File: src/rtl/mem_bus_responder_pkg.sv
// Shared encodings for the multiplexed external bus: FSM states, bus phases, open-bus value.
// Also used by the CPU-side bus logic so both ends agree on the phase encoding.
package mem_bus_responder_pkg;

    typedef enum logic [1:0] {
        S_LO   = 2'd0,
        S_HI   = 2'd1,
        S_WAIT = 2'd2,
        S_ACC  = 2'd3
    } state_t;

    localparam logic       PH_LO    = 1'b0;
    localparam logic       PH_HI    = 1'b1;
    localparam logic [7:0] OPEN_BUS = 8'hFF;

    // Window match on the bits above the RAM index.
    function automatic logic in_window(input logic [15:0] addr,
                                       input logic [15:0] base,
                                       input int          bits);
        return (addr >> bits) == (base >> bits);
    endfunction

endpackage

File: src/rtl/mem_bus_ram.sv
// Byte RAM behind the responder: 2**ADDR_BITS x 8, synchronous write, asynchronous read, no reset.
// Latency: write lands at the clock edge, read is combinational; no backpressure.
module mem_bus_ram #(
    parameter int ADDR_BITS = 8
) (
    input  logic                 clk,
    input  logic                 we,
    input  logic [ADDR_BITS-1:0] idx,
    input  logic [7:0]           wr_data,
    output logic [7:0]           rd_data
);

    logic [7:0] mem [2**ADDR_BITS];

    always_ff @(posedge clk) begin
        if (we) begin
            mem[idx] <= wr_data;
        end
    end

    assign rd_data = mem[idx];

endmodule

File: src/rtl/mem_bus_responder.sv
// Memory responder for the CPU's multiplexed bus; access 3+WAIT_STATES cycles after the low byte,
// ready held low during wait states. MEM_BUS_WR_PROTECT_EN adds write protection and wr_blocked.
module mem_bus_responder
    import mem_bus_responder_pkg::*;
#(
    parameter int          ADDR_BITS   = 8,
    parameter logic [15:0] BASE_ADDR   = 16'h0000,
    parameter int          WAIT_STATES = 0,
    parameter logic [15:0] PROT_BASE   = 16'hFF00
) (
    input  logic       clk,
    input  logic       rst,
    input  logic [7:0] addr_bus,
    input  logic       phase,
    input  logic       rw,
    input  logic [7:0] data_in,
    output logic [7:0] data_out,
    output logic       data_oe,
    output logic       ready,
    output logic       hit,
    output logic       sync_err
`ifdef MEM_BUS_WR_PROTECT_EN
    ,
    output logic       wr_blocked
`endif
);

`ifdef MEM_BUS_WR_PROTECT_EN
    localparam logic PROT_EN = 1'b1;
`else
    localparam logic PROT_EN = 1'b0;
`endif
    localparam logic [2:0] WAIT_LOAD = (WAIT_STATES > 0) ? 3'(WAIT_STATES - 1) : 3'd0;

    state_t                 state;
    logic [7:0]             addr_lo;
    logic [7:0]             addr_hi;
    logic                   rw_q;
    logic [2:0]             wait_cnt;
    logic                   we_pend;

    logic [15:0]            acc_addr;
    logic                   acc_rw;
    logic                   acc_hit;
    logic                   acc_prot;
    logic                   enter_acc;
    logic [7:0]             rd_data;
    logic                   ram_we;

    // In S_HI the high byte is still on the bus, so decode it directly instead of the latch.
    assign acc_addr  = (state == S_HI) ? {addr_bus, addr_lo} : {addr_hi, addr_lo};
    assign acc_rw    = (state == S_HI) ? rw : rw_q;
    assign acc_hit   = in_window(acc_addr, BASE_ADDR, ADDR_BITS);
    assign acc_prot  = PROT_EN && (acc_addr >= PROT_BASE);
    assign enter_acc = ((state == S_HI) && (phase == PH_HI) && (WAIT_STATES == 0)) ||
                       ((state == S_WAIT) && (wait_cnt == 3'd0));
    assign ram_we    = (state == S_ACC) && we_pend && !rst;

    mem_bus_ram #(
        .ADDR_BITS (ADDR_BITS)
    ) u_ram (
        .clk     (clk),
        .we      (ram_we),
        .idx     (acc_addr[ADDR_BITS-1:0]),
        .wr_data (data_in),
        .rd_data (rd_data)
    );

    always_ff @(posedge clk) begin
        if (rst) begin
            state    <= S_LO;
            addr_lo  <= 8'h00;
            addr_hi  <= 8'h00;
            rw_q     <= 1'b1;
            wait_cnt <= 3'd0;
            we_pend  <= 1'b0;
            data_out <= 8'h00;
            data_oe  <= 1'b0;
            ready    <= 1'b1;
            hit      <= 1'b0;
            sync_err <= 1'b0;
`ifdef MEM_BUS_WR_PROTECT_EN
            wr_blocked <= 1'b0;
`endif
        end else begin
            data_oe <= 1'b0;
            hit     <= 1'b0;
            we_pend <= 1'b0;
`ifdef MEM_BUS_WR_PROTECT_EN
            wr_blocked <= 1'b0;
`endif
            if (enter_acc) begin
                hit     <= acc_hit;
                we_pend <= !acc_rw && acc_hit && !acc_prot;
`ifdef MEM_BUS_WR_PROTECT_EN
                wr_blocked <= !acc_rw && acc_hit && acc_prot;
`endif
                if (acc_rw) begin
                    data_out <= acc_hit ? rd_data : OPEN_BUS;
                    data_oe  <= acc_hit;
                end
            end

            case (state)
                S_LO: begin
                    if (phase == PH_LO) begin
                        addr_lo <= addr_bus;
                        state   <= S_HI;
                    end else begin
                        sync_err <= 1'b1;
                    end
                end
                S_HI: begin
                    if (phase == PH_HI) begin
                        addr_hi <= addr_bus;
                        rw_q    <= rw;
                        if (WAIT_STATES > 0) begin
                            state    <= S_WAIT;
                            wait_cnt <= WAIT_LOAD;
                            ready    <= 1'b0;
                        end else begin
                            state <= S_ACC;
                        end
                    end else begin
                        addr_lo <= addr_bus;
                    end
                end
                S_WAIT: begin
                    if (wait_cnt == 3'd0) begin
                        state <= S_ACC;
                        ready <= 1'b1;
                    end else begin
                        wait_cnt <= wait_cnt - 3'd1;
                    end
                end
                default: begin
                    state <= S_LO;
                end
            endcase
        end
    end

endmodule

File: config.mk
export PLATFORM = sky130hd
export DESIGN_NAME = mem_bus_responder
export DESIGN_NICKNAME = d
export VERILOG_FILES = /design/src/rtl/mem_bus_responder_pkg.sv /design/src/rtl/mem_bus_ram.sv /design/src/rtl/mem_bus_responder.sv
export SDC_FILE = /design/constraint.sdc
export NUM_CORES = 2
export LEC_CHECK = 0
export CORE_MARGIN = 1.5
export CORE_UTILIZATION = 37
export DETAILED_ROUTE_END_ITERATION = 6
export PLACE_DENSITY = 0.6
export SLEW_MARGIN = 15
export SYNTH_ARGS = -nofsm -noshare
export SYNTH_HDL_FRONTEND = slang
export SYNTH_SLANG_ARGS = --single-unit
File: constraint.sdc
create_clock -name clk -period 6.05 [get_ports clk]
set_input_delay 1.21 -clock clk [delete_from_list [all_inputs] [get_ports clk]]
set_output_delay 1.21 -clock clk [all_outputs]
set_load 0.02 [all_outputs]
==> results summary <==
The CTS sink count is 2082. The number of max-slew violations in the final report is 0. The post-synthesis share of cell area spent on xor and xnor gates came out at 0.000108. The remaining antenna violation count after routing is 0. The proportion of synthesized chip area in sequential cells is 0.768.

STA classifies the critical path endpoint as a register. The number of global-route vias before repair came to 40900. The number of primary I/O pins is 32. With fillers left out, the area of the finished cells amounts to 91600 µm². The layout filler cell count is about 19000. TritonCTS built the clock tree. Dividing total power by cell area gives a power density of 342 nW/µm².

The share of final-layout standard cells stronger than drive strength 1 came out at 0.219. The number of buffers added by the clock tree synthesis step came out at 207. The clock share of power is 0.408. The maximum fanout count along the critical path came out at 20.

The count of routing violations after the opening detailed-route iteration is 5751. The most used flip-flop cell after synthesis is edfxtp_1. The cell internal power dissipation came out at around 24 mW. The clock-pin transition on the worst setup and hold timing paths is around 0.070 ns.

The number of nets produced by synthesis came out at 3965. The static leakage power came out at roughly 27 nW. The full die area came out at 222000 µm². The aggregate global-route resource usage is 0.206.

The chip width is around 470 µm. By startpoint and endpoint, the worst setup path is classified as register to register. The routability congestion estimate from global placement is 0.894. After detailed routing, the number of remaining DRC violations is 2. The maximum buffer depth of the clock tree is 3. On the worst path, the slowest cell contributes a delay of between 0.9 and 1 ns.

The sequential cell fraction of total power is 0.509. The area used by multi-input combinational logic came out at about 17000 µm². The run finished, with violations left. The tool flagged a number of max-cap violations equal to 0. The clock period minus final worst setup slack came out at 4.18 ns.

The initial core utilization came out at 0.373. The worst-case clock skew is ~0.045 ns. The largest net degree at the start of global routing came out at 137. In the synthesized netlist, the number of instances is 3938. Timing would allow up to ~0.24 GHz. The unique cell type count in the Yosys netlist came out at 69.

The area occupied by registers came out at 62200 µm². The die is 471 µm tall. The number of synthesis warnings came out at 0. The cts-stage hold buffer count is 0.

The final reports fail on design-rule violations. The adder and majority gate portion of the synthesized area came out at 0.00108. The number of enable flip-flop cells after synthesis came out at about 2000. The combinational share of power is 0.082. After synthesis, the largest family of logic cells by area is multiplexers. The post-synthesis mux area share is 0.149. The detailed-route wire length came out at ~230000 µm. Summed over all nets, the switching power comes to 7.37 mW. Setup repair after global routing left no endpoint under its margin. The setup TNS after final layout is 0 ns.

The number of I/O port buffers is 30. The min-delay analysis places its worst path in the category register to register. The number of buffers inserted by post-CTS setup repair came out at 0. In the finished design, the share of the clock period the worst path needs comes to 0.691. The fraction of registers with async set/reset came out at 0. Detailed routing inserted a total of 41900 vias. The compound-gate portion of the synthesized area came to 0.0321. The floorplan has 171 rows. The net switching fraction of the power is 0.235. The relative area change from synthesis to final layout is 13.1%.

The number of antenna violations at the first check in global routing is 10. In the final design database the tool counted 4089 nets. The ratio of routed vias to standard cells is around 6. The average detailed-routed wire length per instance came out at roughly 33 µm.

The tree is rooted in a clkbuf_16. After synthesis, the mean cell area works out to 20.6 µm². The post-placement cell area is about 85000 µm². The required time of the critical path is 6.76 ns. Leaving out fill and tap cells, the most frequent cells in the layout are 2048 x edfxtp_1, 448 x mux4_2, 308 x nor2_1, 208 x clkbuf_16, 159 x mux2i_1.

The first global-routing pass estimated 323000 µm of wire. The total of flip-flops plus latches after synthesis is 2082. The netlist area before placement came out at 81000 µm². The number of gates given a new drive strength after cts is 0. The placed wire-length estimate is 143000 µm. Headroom to the max-slew limit came out at 0.153. The fraction of the mapped netlist area in simple logic gates is 0.0321. Setup violations remaining at the end of the flow were counted as 0. The slowest cell on the critical path is clkinv_1. The clock tree synthesis step divided the H-tree into 4 levels.

The worst hold slack across all endpoints came out at between 0.4 and 0.5 ns. The final hold violation count is 0. Traced cell by cell, the critical path runs through buf_4 > clkinv_1 > nand2_1 > a21oi_1 > o21a_1 > o31ai_1 > a31oi_1. The commonest non-fill, non-tap cell in the layout is edfxtp_1. At the later pin of the worst-skew pair, clock insertion delay measures 0.87 ns. In this run the standard cell core region covers 217000 µm². The first-pass detailed-route iteration total came out at 6. At the worst endpoint, the arrival time is 4.89 ns. The residual overflow from global routing came out at 0. The worst setup path is launched from a register. The pre-CTS setup slack is ~1 ns. The transition time at the pin with the least slew margin is 1.27 ns. VDD sags by at most 317 µV. The post-layout worst setup margin is 1.87 ns.
## flip-flops by register name (all words and copies together) (netlist names), 2 cells and up
signal and count:
data_out 8, u_ram.mem 2048, addr_hi 8, addr_lo 8, state 2, wait_cnt 3
## path summary, 6_finish.rpt
kind                            from                        to  slack (ns)  cells after the start
max          addr_lo[5]$_SDFFE_PP0P_  data_out[6]$_SDFFE_PP0P_        1.87                      7
min          addr_hi[1]$_SDFFE_PP0N_   addr_hi[1]$_SDFFE_PP0N_        0.45                      2
max reg2reg  addr_lo[5]$_SDFFE_PP0P_  data_out[6]$_SDFFE_PP0P_        1.87                      7
min reg2reg  addr_hi[1]$_SDFFE_PP0N_   addr_hi[1]$_SDFFE_PP0N_        0.45                      2
## layer usage
| metal | wire length, µm | part of all wire | vias to the layer above | GRT usage |
|---|---|---|---|---|
| li1 | - | - | 16600 | - |
| met1 | 92400 | 0.40 | 22300 | 0.287 |
| met2 | 106000 | 0.46 | 2522 | 0.313 |
| met3 | 23900 | 0.10 | 411 | 0.0514 |
| met4 | 8500 | 0.037 | 10 | 0.0729 |
| met5 | 315 | 0.0014 | - | 0.00887 |
## cells by family (layout without fill, tap and decap cells)
kind of cell / Yosys count / in the layout
AND/OR/NAND/NOR: 594 / 594
AO/OA/AOI/OAI: 366 / 366
other: 1 / 4
flip-flops: 2082 / 2082
XOR/XNOR: 1 / 1
adder cells (fa/ha/maj): 7 / 7
buffers and inverters: 258 / 561
multiplexers: 629 / 629
## metrics by stage
step	utilization	cells	total power, mW
after floorplan	-	3938	17.6
after CTS	0.421	7095	31.5
after detailed placement	0.390	6707	18.8
after global placement	0.390	6707	18.8
final	0.421	7098	31.4
after global routing	0.421	7096	32.1
## power by group through the flow
| stage | sequential, mW | clock [mW] | combinational, mW |
|---|---|---|---|
| 3_5_place_dp | 16.3 | 0 | 2.56 |
| 6_report | 16.0 | 12.8 | 2.59 |
| 5_1_grt | 16.0 | 13.5 | 2.67 |
| 2_1_floorplan | 16.2 | 0 | 1.42 |
| 4_1_cts | 16.0 | 13.0 | 2.57 |
| 3_3_place_gp | 16.3 | 0 | 2.55 |
## synthesized netlist by cell type (7+ instances only)
library cell  number  area share
edfxtp_1        2048        0.76
mux4_2           448        0.12
nor2_1           312       0.014
mux2i_1          159       0.020
a22oi_1          128       0.012
nand2_1          120      0.0056
clkbuf_1          90      0.0042
buf_2             75      0.0046
a21oi_1           73      0.0045
nand3_1           43      0.0027
buf_4             42      0.0039
dfxtp_1           34      0.0084
nor3_1            26      0.0016
a221oi_1          23      0.0025
buf_6             23      0.0032
a22o_1            20      0.0022
a211oi_1          17      0.0016
nor2b_1           17      0.0013
o22ai_1           16      0.0012
buf_1             15     0.00070
nand4_1           15      0.0012
mux2_2            14      0.0019
a31oi_1           13      0.0010
nor4_1            13      0.0010
o21ai_0           12     0.00074
o211ai_1          11      0.0010
nand2b_1           9     0.00070
o31ai_1            9     0.00083
and3_1             8     0.00062
mux4_1             8      0.0026
ha_1               7      0.0011
## cell type report
class                           count  share of cell area
Timing Repair Buffer              165              0.0174
Sequential cell                  2082               0.679
Antenna cell                        3           0.0000820
Tap cell                         2854              0.0390
Inverter                            8            0.000355
Clock buffer                      254              0.0589
Multi-Input combinational cell   1598               0.190
Clock inverter                    134              0.0152
## critical path: cells and delay by family (launching register included)
kind                   cells  cell delay, ns
AOI/OAI and AO/OA          4            1.23
and+or+nand+nor            1            0.84
DFF                        1            0.57
buffers and inverters      2            1.32
Note: power is estimated with default switching activity, not from simulation.
